===== src/rtl/smaesh_out_serializer.sv =====
// Streams one captured masked ciphertext as 4*d 32-bit words, share-major, with a single-entry buffer.
// Latency 1 from capture to first word; out_ready low freezes the word, in_ready only opens on the last transfer.
module smaesh_out_serializer #(
    parameter int d = 2
) (
    input  logic                 clk,
    input  logic                 rst,
    input  logic [128*d-1:0]     sh_data_in,
    input  logic                 in_valid,
    output logic                 in_ready,
    output logic [31:0]          out_data,
    output logic                 out_valid,
    input  logic                 out_ready,
    output logic                 out_last
);

    localparam int NW = 4 * d;
    localparam int CW = $clog2(NW);
    localparam logic [CW-1:0] LAST = CW'(NW - 1);

    typedef enum logic {IDLE, SEND} state_t;

    state_t            state_q, state_d;
    logic [CW-1:0]     cnt_q, cnt_d;
    logic [128*d-1:0]  buf_q, buf_d;
    logic              at_last;

    assign at_last = (state_q == SEND) && (cnt_q == LAST);

    always_ff @(posedge clk) begin
        if (rst) begin
            state_q <= IDLE;
            cnt_q   <= '0;
            buf_q   <= '0;
        end else begin
            state_q <= state_d;
            cnt_q   <= cnt_d;
            buf_q   <= buf_d;
        end
    end

    always_comb begin
        state_d = state_q;
        cnt_d   = cnt_q;
        buf_d   = buf_q;
        case (state_q)
            IDLE: begin
                if (in_valid) begin
                    state_d = SEND;
                    cnt_d   = '0;
                    buf_d   = sh_data_in;
                end
            end
            SEND: begin
                if (out_ready) begin
                    if (cnt_q == LAST) begin
                        cnt_d = '0;
                        if (in_valid) begin
                            buf_d = sh_data_in;
                        end else begin
                            // Scrub the shares as soon as the ciphertext has left.
                            state_d = IDLE;
                            buf_d   = '0;
                        end
                    end else begin
                        cnt_d = cnt_q + 1'b1;
                    end
                end
            end
            default: state_d = IDLE;
        endcase
    end

    always_comb begin
        out_valid = !rst && (state_q == SEND);
        out_last  = !rst && at_last;
        in_ready  = !rst && ((state_q == IDLE) || (at_last && out_ready));
        out_data  = '0;
        // Pure bit selection per word: no gate ever sees two shares of one bit.
        if (out_valid) begin
            for (int w = 0; w < NW; w++) begin
                if (cnt_q == CW'(w)) begin
                    for (int k = 0; k < 32; k++) begin
                        out_data[k] = buf_q[(32 * (w % 4) + k) * d + (w / 4)];
                    end
                end
            end
        end
    end

endmodule


===== config.mk =====
export PLATFORM = sky130hd
export DESIGN_NAME = smaesh_out_serializer
export DESIGN_NICKNAME = d
export VERILOG_FILES = /design/src/rtl/smaesh_out_serializer.sv
export SDC_FILE = /design/constraint.sdc
export NUM_CORES = 1
export LEC_CHECK = 0
export ABC_CLOCK_PERIOD_IN_PS = 2570
export CAP_MARGIN = 20
export CORE_UTILIZATION = 51
export CTS_CLUSTER_SIZE = 28
export DETAILED_ROUTE_END_ITERATION = 6
export GPL_TIMING_DRIVEN = 0
export PLACE_DENSITY = 0.81
export SETUP_SLACK_MARGIN = 0.3
export SKIP_LAST_GASP = 1
export SYNTH_ARGS = -nofsm -noshare
export SYNTH_HDL_FRONTEND = slang
export SYNTH_SLANG_ARGS = --single-unit

===== constraint.sdc =====
create_clock -name clk -period 2.57 [get_ports clk]
set_input_delay 0.257 -clock clk [delete_from_list [all_inputs] [get_ports clk]]
set_output_delay 0.257 -clock clk [all_outputs]
set_load 0.05 [all_outputs]

-- After elaboration in Yosys (flattened, before gate mapping)
Index checks and enable logic that the tools add are counted.
- input bits: 260
- word-level logic and storage cells: 47
- register bits after elaboration: 260
- output and inout bits: 35
- $add $sub $neg: 1
- bitwise gates (word level): 1
- reduce and logical (&&, ||, !) cells: 10
- muxes and demuxes: 22
- equality and inequality tests: 10
- operators by type and width (kind ; number):
    $mux 256 ; 4
    $pmux 256 s2 ; 1
    $mux 32 ; 9
    $eq 3x3->1 const B ; 4
    $mux 3 ; 3
    $eq 3x2->1 const B ; 2
    $pmux 3 s2 ; 1
    $logic_and 1x1->1 ; 5
    $ne 2x2->1 const B ; 2
    $add 3x1->3 const B ; 1
    $eq 3x1->1 const B ; 1
    $logic_not 3->1 ; 1
    $mux 1 ; 3
    $reduce_and 3->1 ; 1
    $ne 2x1->1 const B ; 1
    $pmux 1 s2 ; 1
    $reduce_and 2->1 ; 1
    $logic_not 1->1 ; 1
    $logic_or 1x1->1 ; 1
    $not 1->1 ; 1

-- Depth between registers and ports, before layout
- word-level depth: 10
- mapped depth: 10
- mapped depth without buffers: 5

-- Worst setup path before layout
No wires, ideal clock.
- kind: reg2out
- start point: register cnt_q[2]
- end point: output out_data[0]
- data required time: 2.313 ns
- stages on the path, launching flop included: 10
- path buffers: 4
- arrival: 4.174 ns
- path slack: -1.861 ns
- cells stage by stage: dfxtp_1 -> buf_6 -> clkbuf_1 -> inv_1 -> ha_1 -> clkbuf_1 -> or2_1 -> buf_6 -> a221o_1 -> a2111oi_0
- word-level cells in the longest chain between the ends: 10
- elaborated cells on any way between the ends: 17
- those cells by class: eq/ne (7); mux (9); reduce/logical (1)
- RTL lines (item ; RTL line ; text):
    start: declaration ; 24 ; logic [CW-1:0] cnt_q, cnt_d;
    start signal: assignment ; 37 ; cnt_q <= cnt_d;
    $logic_not 3->1 ; 82 ; if (cnt_q == CW'(w)) begin
    $mux 32 (7 in a row) ; 82 ;
    $mux 32 * ; 82 ;
    $mux 32 * ; 80 ; if (out_valid) begin
    end: declaration ; 11 ; output logic [31:0] out_data,
Every way passes the cells marked *; elsewhere a longest branch is shown, timed or not.

-- Worst setup path in the final report
- start point: register cnt_q[0]
- end point: output out_data[31]
The elaborated chain is that of the path after synthesis.

==> impl_metrics.py <==
metrics = {
    "outcome": {
        "status": "finished, violations left",
        "violations": "DRC, setup timing",
    },
    "yosys": {
        "synth_top_area_share": 0.4032,
        "yosys.area.top_type": "dfxtp_1",
        "synthCells": 1655,
        "synth-seq-area-share": 0.4032,
        "synth_seq_cells": 260,
        "syn_area_um2": 12910,
        "ys_warn_count": 0,
        "syn-num-nets": 1921,
        "ys_types": 28,
        "synth_area_per_cell_um2": 7.801,
        "synth.area.top_cells": "dfxtp_1 40%, nand3_1 20%, a21oi_1 11%",
    },
    "sta": {
        "drv_slew": 0,
        "slew-limit-headroom": 0.3346,
        "fin_crit_ns": 3.184,
        "finalSetupViolations": 32,
        "setup_slack_ns": -0.6141,
        "tightest_slew_ns": 0.9981,
        "finalHoldViolCount": 0,
        "clock_skew_ns": 0.009080,
        "rsz0062_at_grt": "yes",
        "period_share": 1.239,
        "fmax_mhz": 314.1,
    },
    "worst_setup_path": {
        "crit_slowest_cell": "a2111oi_4",
        "path_max_fanout": 10,
        "worstSetupPathType": "flop to output port",
        "critPathCaptureType": "output port",
        "cp.required_ns": 2.31,
        "critPathArrivalTime_ns": 2.93,
        "reg2reg_slack_ns": 0.27,
        "critPathMaxStageDelay_ns": 0.45,
        "worstPathCellList": "inv_1, ha_1, buf_2, clkbuf_2, a21oi_1, a221o_1, a2111oi_4, buf_6",
        "startpoint_type": "flop",
    },
    "power": {
        "ir_worst_vdd_v": 0.0004723,
        "p_leak_nw": 6.340,
        "p_per_area_nw_per_um2": 556.0,
    },
    "floorplanning": {
        "die-area_um2": 25950,
        "coreArea_um2": 24600,
        "die_w_um": 161.1,
        "die_y_um": 161.1,
        "num_rows": 57,
        "ios": 295,
        "initial_core_util": 0.5247,
    },
    "global_route": {
        "grt_overflow_total": 0,
        "grt_start_max_net_pins": 14,
        "grt_pass1_vias": 14470,
        "grt_use_total": 0.3951,
        "antenna_found_initial": 1,
        "grt_pass1_wl_um": 80410,
    },
    "placed_design": {
        "post-dp-hpwl_um": 38230,
        "globalplace.congestion": 0.9847,
        "portBuffers": 292,
        "dpl-instance-area_um2": 16820,
        "placedCellCount": 2275,
        "dp_slack_ns": -0.9859,
    },
    "layout": {
        "drive_above_1_share": 0.1199,
        "regArea_um2": 5211,
        "area_delta_synth_final_pct": 40.45,
        "layout.cells.non_filler": 2335,
        "fin_area_um2": 18130,
        "final.fill_count": 1938,
        "utilization": 0.7369,
        "final_nets": 2258,
        "multi_input_comb_area_um2": 7244,
    },
    "cts": {
        "tritoncts": "built",
        "cts_root_buf": "clkbuf_16",
        "clock_path_buffers": 3,
        "cts_inserted_buffers": 27,
        "clock_sinks": 260,
        "clock_latency_ns": 0.54,
        "clkSlewWorstSetupHoldPaths_ns": 0.06,
        "h-tree-depth": 1,
    },
    "detailed_routing": {
        "drtPass1Iterations": 7,
        "antenna_left": 0,
        "drtIter0Drc": 2045,
        "drt_wl_total_um": 53140,
        "wire_per_inst_um": 22.76,
        "drc": 9,
        "vias": 15220,
        "via_per_inst": 6.519,
    },
    "flow_run": {
        "drv_cap": 0,
    },
    "hold_path": {
        "hp-class": "input pin to flop",
    },
}
## worst max-delay path: cells and delay by family, from the launching register on
kind	cells	cell delay, ns
AO/OA/AOI/OAI	3	0.92
flip-flops	1	0.36
adder cells (fa/ha/maj)	1	0.17
buffers and inverters	4	0.93
## per-layer routing
| metal | global-route usage | part of all wire | vias to the layer above |
|---|---|---|---|
| met5 | 0 | 0 | - |
| met4 | 0.2028 | 0.056 | 0 |
| met3 | 0.08012 | 0.11 | 211 |
| met2 | 0.6317 | 0.45 | 1045 |
| met1 | 0.5045 | 0.38 | 7192 |
| li1 | - | - | 6775 |
## power by group
part	leakage [nW]	switching [mW]	internal, mW
combinational	3.77	0.899	0.754
clock	0.439	1.67	2.35
sequential	2.14	0.148	4.26
total	6.34	2.72	7.37
## layout by cell type (no fill, tap or decap), types with 2 or more instances in the layout
master           count
buf_4               22
a221o_1             32
dfxtp_2              2
clkbuf_2            60
nand3b_1            32
nand2b_1             2
clkbuf_8             8
a2111oi_4           32
nor2b_1             65
ha_1                 3
inv_1               36
clkdlybuf4s50_1    257
clkinv_2             3
nor3_1              32
buf_8                8
dfxtp_1            257
a21oi_1            292
nand2_1             33
a32o_1              32
clkbuf_4            12
buf_6               38
buf_2               14
ha_4                 3
o311a_1             32
buf_1                8
bufinv_16            2
clkbuf_1           104
nor3b_1             32
clkbuf_16           29
nand3_1            517
## final timing paths
kind | start | to | cells after the start
setup / recovery | cnt_q[0] | out_data[31] | 8
hold / removal | sh_data_in[71] | buf_q[71] | 3
setup reg to reg | cnt_q[2] | buf_q[252] | 9
hold reg to reg | buf_q[58] | buf_q[58] | 2
## final cells by class
class	count	area share
timing repair buffer	310	0.1738
buffer	210	0.05996
clock buffer	42	0.04478
antenna	1	0.0001380
sequential	260	0.2874
inverter	37	0.007935
multi-input combinational	1146	0.3995
clock inverter	5	0.004140
tap	324	0.02236
## cells by family (layout without fill, tap and decap cells)
family | count (synthesis) | after routing | share of synthesized area
AOI/OAI and AO/OA | 422 | 422 | 0.2190
adders and majority gates | 6 | 6 | 0.005815
buffers and inverters | 249 | 604 | 0.07744
DFF | 260 | 260 | 0.4032
other | 0 | 1 | 0
and+or+nand+nor | 718 | 718 | 0.2945
## synthesized netlist by cell type
cell / n
o311a_1: 32
o21a_1: 1
a2111oi_2: 14
or2_2: 1
nor2b_1: 66
buf_1: 13
a32o_1: 32
dfxtp_1: 260
a21bo_2: 1
buf_6: 5
or3_1: 1
nand3_1: 517
a2111oi_0: 2
or2_1: 1
inv_1: 37
a221o_1: 32
a2111oi_1: 16
nand3b_1: 32
ha_1: 6
buf_2: 19
nor3b_1: 32
clkbuf_1: 174
nand2_1: 33
and2_1: 1
nand2b_1: 2
nor3_1: 32
a21oi_1: 292
buf_4: 1
## stage by stage
| step | hold WS [ns] | total power, mW | setup TNS [ns] |
|---|---|---|---|
| final | 0.2843 | 10.08 | -16.49 |
| after global routing | 0.3102 | 10.30 | -16.87 |
| after CTS | 0.2842 | 9.970 | -15.34 |
| after detailed placement | 0.4598 | 6.052 | -57.09 |
| after global placement | 0.4532 | 6.005 | -46.56 |
| after floorplan | 0.4172 | 5.261 | -1.217 |
## sequential cells by signal (all words and copies together) (netlist names)
| name | flops |
|---|---|
| buf_q | 256 |
| cnt_q | 3 |
| state_q | 1 |
## what timing repair did
item                       CTS  global route
setup endpoints to repair  275           209
gates resized for setup    309           106
hold buffers                 0             0
pin swaps                    8             8
buffers inserted             8             5
gates cloned                 1             0
Power figures use the tool's default switching activity.
